### config.mk
export PLATFORM = sky130hd
export DESIGN_NAME = fetch_unit
export DESIGN_NICKNAME = d
export VERILOG_FILES = /design/src/rtl/fetch_pkg.sv /design/src/rtl/fetch_unit.sv
export SDC_FILE = /design/constraint.sdc
export NUM_CORES = 1
export LEC_CHECK = 0
export ABC_AREA = 0
export BUFFER_PORTS_ARGS = -buffer_cell sky130_fd_sc_hd__buf_2
export CORE_ASPECT_RATIO = 1.25
export CORE_MARGIN = 1.5
export CORE_UTILIZATION = 47
export CTS_CLUSTER_SIZE = 8
export DETAILED_ROUTE_END_ITERATION = 16
export MAX_ROUTING_LAYER = met4
export PLACE_DENSITY = 0.88
export SYNTH_ARGS = -nofsm -noshare
export SYNTH_HDL_FRONTEND = slang
export SYNTH_SLANG_ARGS = --single-unit
### constraint.sdc
create_clock -name clock -period 4.2 [get_ports clock]
set_clock_uncertainty 0.05 [all_clocks]
set_input_delay 0.84 -clock clock [delete_from_list [all_inputs] [get_ports clock]]
set_output_delay 0.84 -clock clock [all_outputs]
set_load 0.03 [all_outputs]
### src/rtl/fetch_pkg.sv
`default_nettype none
// ============================================================================
// Module   : fetch_pkg
// Purpose  : Shared types and constants for the instruction fetch stage.
//            Holds the fetch FSM state encoding, the PC step between words,
//            the ARM PC read offset and the word-alignment mask.
// Revision : 1.0 - initial release
// ============================================================================
package fetch_pkg;

  typedef enum logic [1:0] {
    IDLE  = 2'd0,
    FETCH = 2'd1,
    HOLD  = 2'd2,
    DRAIN = 2'd3
  } fetch_state_t;

  localparam logic [31:0] PC_STEP        = 32'd4;
  localparam logic [31:0] PC_READ_OFFSET = 32'd8;
  localparam logic [31:0] WORD_MASK      = 32'hFFFF_FFFC;

  // Clears the byte-offset bits so every address issued is word aligned.
  function automatic logic [31:0] word_align(input logic [31:0] addr);
    return addr & WORD_MASK;
  endfunction

endpackage
`default_nettype wire

### src/rtl/fetch_unit.sv
`default_nettype none
// ============================================================================
// Module   : fetch_unit
// Purpose  : Instruction fetch stage. Owns the fetch address, issues word
//            reads over a req/ack handshake, buffers one instruction for
//            decode (valid/ready) and handles branch redirects, including
//            discarding a read that is already in flight.
// Ports    : clock, reset          - clock, async active-high reset
//            imem_req/addr/ack/rdata - instruction memory read port
//            branch_valid/target   - redirect strobe from execute
//            instr/instr_pc/instr_valid/instr_ready - decode handshake
//            pc_regs               - instr_pc + 8, r15 value for the regfile
// Revision : 1.0 - initial release
// ============================================================================
module fetch_unit
  import fetch_pkg::*;
#(
  parameter logic [31:0] RESET_PC = 32'h0000_0000
) (
  input  logic        clock,
  input  logic        reset,
  output logic        imem_req,
  output logic [31:0] imem_addr,
  input  logic        imem_ack,
  input  logic [31:0] imem_rdata,
  input  logic        branch_valid,
  input  logic [31:0] branch_target,
  output logic [31:0] instr,
  output logic [31:0] instr_pc,
  output logic        instr_valid,
  input  logic        instr_ready,
  output logic [31:0] pc_regs
);

  localparam logic [31:0] C_RESET_ADDR = RESET_PC & WORD_MASK;

  fetch_state_t state_q, state_d;
  logic [31:0]  fetch_addr_q, fetch_addr_d;
  logic [31:0]  redirect_pc_q, redirect_pc_d;
  logic [31:0]  instr_q, instr_d;
  logic [31:0]  instr_pc_q, instr_pc_d;
  logic         instr_valid_q, instr_valid_d;

  logic [31:0]  w_branch_tgt;

  assign w_branch_tgt = word_align(branch_target);

  always_comb begin
    state_d       = state_q;
    fetch_addr_d  = fetch_addr_q;
    redirect_pc_d = redirect_pc_q;
    instr_d       = instr_q;
    instr_pc_d    = instr_pc_q;
    instr_valid_d = instr_valid_q;

    case (state_q)
      IDLE: begin
        state_d = FETCH;
        if (branch_valid) begin
          fetch_addr_d = w_branch_tgt;
        end
      end

      FETCH: begin
        if (branch_valid) begin
          if (imem_ack) begin
            // Response belongs to the wrong path: drop it, restart at target.
            fetch_addr_d = w_branch_tgt;
          end else begin
            // Request already on the bus; keep its address stable and
            // remember where to go once it completes.
            redirect_pc_d = w_branch_tgt;
            state_d       = DRAIN;
          end
        end else if (imem_ack) begin
          instr_d       = imem_rdata;
          instr_pc_d    = fetch_addr_q;
          instr_valid_d = 1'b1;
          fetch_addr_d  = fetch_addr_q + PC_STEP;
          state_d       = HOLD;
        end
      end

      HOLD: begin
        if (branch_valid) begin
          instr_valid_d = 1'b0;
          fetch_addr_d  = w_branch_tgt;
          state_d       = FETCH;
        end else if (instr_ready) begin
          instr_valid_d = 1'b0;
          state_d       = FETCH;
        end
      end

      DRAIN: begin
        if (branch_valid) begin
          redirect_pc_d = w_branch_tgt;
        end
        if (imem_ack) begin
          // Data is stale; newest target (including this cycle's) wins.
          fetch_addr_d = branch_valid ? w_branch_tgt : redirect_pc_q;
          state_d      = FETCH;
        end
      end

      default: begin
        state_d = IDLE;
      end
    endcase
  end

  always_ff @(posedge clock or posedge reset) begin
    if (reset) begin
      state_q       <= IDLE;
      fetch_addr_q  <= C_RESET_ADDR;
      redirect_pc_q <= 32'd0;
      instr_q       <= 32'd0;
      instr_pc_q    <= 32'd0;
      instr_valid_q <= 1'b0;
    end else begin
      state_q       <= state_d;
      fetch_addr_q  <= fetch_addr_d;
      redirect_pc_q <= redirect_pc_d;
      instr_q       <= instr_d;
      instr_pc_q    <= instr_pc_d;
      instr_valid_q <= instr_valid_d;
    end
  end

  // Request is a pure decode of the registered state.
  assign imem_req    = (state_q == FETCH) || (state_q == DRAIN);
  assign imem_addr   = fetch_addr_q;
  assign instr       = instr_q;
  assign instr_pc    = instr_pc_q;
  assign instr_valid = instr_valid_q;
  assign pc_regs     = instr_pc_q + PC_READ_OFFSET;

endmodule
`default_nettype wire

==> results.txt <==
Number of flops mapped to enable cells by yosys: 0
Initial antenna violation count: 4
Top delay family on crit path: simple AND/OR/NAND/NOR gates
Area taken by multi-input logic gates: 3216 um2
Drt wl/cell: 18.05 um
RR Endpoint: instr[25]$_DFFE_PP0P_
Setup crit end kind: output pin
Commonest non-fill, non-tap cell in the layout: buf_2
Syn avg cell area: 10.68 um2
Post-CTS Setup Repair Bufs: 0
Clk sink count: 131
CTS H-Tree Depth: 4
CP cell instances: ha_1 -> and2_1 -> nand4_1 -> nor4_1 -> nand3_1 -> xnor2_1 -> buf_2
Drc violations: 0
Register bit count reported by yosys: 131
Sw Share: 42.79%
Clock slew at reported path FFs: 60 ps
Ys flop type: dfrtp_1
Vias in the first global route: 5626
Hold Path End: redirect_pc_q[0]$_DFFE_PP0P_
Slew Limit Headroom: 43.86%
GPL Wtd Cong: 0.9156
Worst Hold Depth: 1
Rows: 48
Final period utilization: 87.07%
Worst-path fanout max: 6
# IOs: 199
Dpl cells: 967
Num CTS Buffers: 17
Die height: 136.7 um
Die ar.: 15020 um2
RSZ-0062 raised after global routing: false
Die width: 109.9 um
FF-to-FF path depth: 4
Drt pass-1 iters: 5
Worst R2R Setup Slack: 1730 ps
Final Hold Violating Endpoints: 0
Max Fclk: 0.2735 GHz
Clock Path Buffers: 2
Max rail drop VDD: 0.0003692 V
Most frequent cells in the layout: 196 x buf_2, 131 x dfrtp_1, 91 x mux2_2
Number of routed nets with antenna violations: 0
Tot Pwr: 0.005942 W
Routed vias: 5831
Syn_nets: 700
Max stage delay on crit path: 740 ps
Sequential-to-total area share from yosys stat: 48.81%
Layout cells sized above 1: 41.31%
Layout area overhead: 25.65%
Worst setup SP type: register
Fill count: 1114
RR Startpoint: state_q[0]$_DFFE_PP0P_
CP Data Arrival Time: 2770 ps
Hold path start: redirect_pc_q[0]$_DFFE_PP0P_
Sequential Power Share: 34.9%
Largest net degree at the start of global routing: 132
Leakage: 3.782 nW
Slowest-stage cell, CP: nor4_1
Async SR Flop Fraction: 100.0%
CP required: 3310 ps
Worst skew pair latency: 420 ps
Pwr Density: 704.0 nW/um2
Synth warnings: 0
Logic pwr share: 39.6%
Number of port buffers: 196
Hold_buf cts: 0
Core area: 13870 um2
Status: finished, final reports clean
GRT Total Usage: 24.95%
Netlist cell types: 63
Internal power: 0.003399 W
Post-route minimum period: 3657 ps
Max-cap viol count: 0
Worst-Margin Slew: 840.4 ps
Mapped cell area: 6716 um2
Setup TNS: 0 ps
Final core utilization: 60.83%
Drt initial violations: 495
Hold Crit Class: reg2reg
Register Area: 3278 um2
Final setup viols: 0
Post-DP HPWL: 12.63 mm
Clock share of power: 25.5%
Root Buffer: clkbuf_16
CTS tree: yes
Slew Viols, Final: 0
First-pass GRT wire length: 28.10 mm
Net Switching: 0.002542 W
Post-Synthesis Cells: 629
Resized cells post-CTS: 0
Count of nets after finishing: 882
CP Buf/Inv Count: 1
Setup Crit Path Kind: reg2out
Final Non-Filler Cells: 1003
Via density: 5.814
WHS: 440.9 ps
Total Wirelength: 18.11 mm
Total global routing overflow: 0
Initial core utilization: 48.41%
metrics by stage:
stage | cell area [um2] | worst slack (ps)
2_1_floorplan | 6720 | 1049
3_3_place_gp | 7816 | 945.1
3_5_place_dp | 7816 | 942.5
4_1_cts | 8427 | 498.5
5_1_grt | 8437 | 342.1
6_report | 8439 | 543.1
sequential cells by signal, indices dropped and copies added, names as in the netlist:
signal / cells
instr: 32
imem_addr: 32
redirect_pc_q: 32
state_q: 2
instr_pc: 32
instr_valid: 1
area by class of cell:
| type | count | share of cell area (%) |
|---|---|---|
| antenna | 5 | 0.1483 |
| clock buffer | 19 | 5.367 |
| clock inverter | 12 | 1.868 |
| inverter | 13 | 0.6227 |
| multi-input combinational | 446 | 38.10 |
| sequential | 131 | 38.84 |
| tap | 175 | 2.595 |
| timing repair buffer | 202 | 12.45 |
routing by layer:
layer	part of all wire (%)	global-route usage [%]	vias to the layer above
met3	6.1	5.429	65
li1	-	-	2663
met2	50	40.20	288
met5	0	-	-
met4	3.9	12.70	0
met1	40	29.23	2815
Yosys cell counts, drive strengths merged (11+ instances only):
cell / count / area share (%)
clkbuf: 21 / 1.2
nand2: 55 / 3.1
and3: 11 / 1.0
dfrtp: 131 / 49
nand3: 25 / 1.9
buf: 18 / 1.5
a21oi: 27 / 2.0
mux2: 91 / 15
nor3: 11 / 1.1
xnor2: 24 / 3.1
inv: 13 / 0.73
nor2: 35 / 2.0
o21ai: 38 / 2.8
cells by family (layout without fill, tap and decap cells):
group           Yosys count  in the layout  synth area share (%)
simple gates            185            185                 14.27
buf+inv                  52            246                 3.428
xor+xnor                 34             34                 4.434
mux                      94             94                 15.70
other cells               0              5                     0
compound gates          131            131                 12.98
flops                   131            131                 48.81
fa+ha+maj                 2              2                0.3725
worst max-delay path by stage:
stage / startpoint / to / cells after the start
after floorplan: instr_pc[4]$_DFFE_PP0P_ / pc_regs[27] / 6
after global placement: instr_pc[4]$_DFFE_PP0P_ / pc_regs[29] / 7
after detailed placement: instr_pc[4]$_DFFE_PP0P_ / pc_regs[29] / 7
after CTS: instr_pc[4]$_DFFE_PP0P_ / pc_regs[29] / 7
after global routing: instr_pc[4]$_DFFE_PP0P_ / pc_regs[27] / 7
final: instr_pc[4]$_DFFE_PP0P_ / pc_regs[29] / 7
power groups by stage:
stage                     combinational [W]  sequential (W)  clock (W)
after floorplan                     0.00111         0.00259          0
after global placement              0.00231         0.00205          0
after detailed placement            0.00235         0.00208          0
after CTS                           0.00237         0.00206    0.00154
after global routing                0.00251         0.00213    0.00159
final                               0.00235         0.00207    0.00152
worst reg2reg max path: stages, from the launching register on:
cell,delay (ps)
dfrtp_1,620
nand3b_1,340
nor2_4,600
buf_12,330
mux2_2,420
Note: power is estimated with default switching activity, not from simulation.
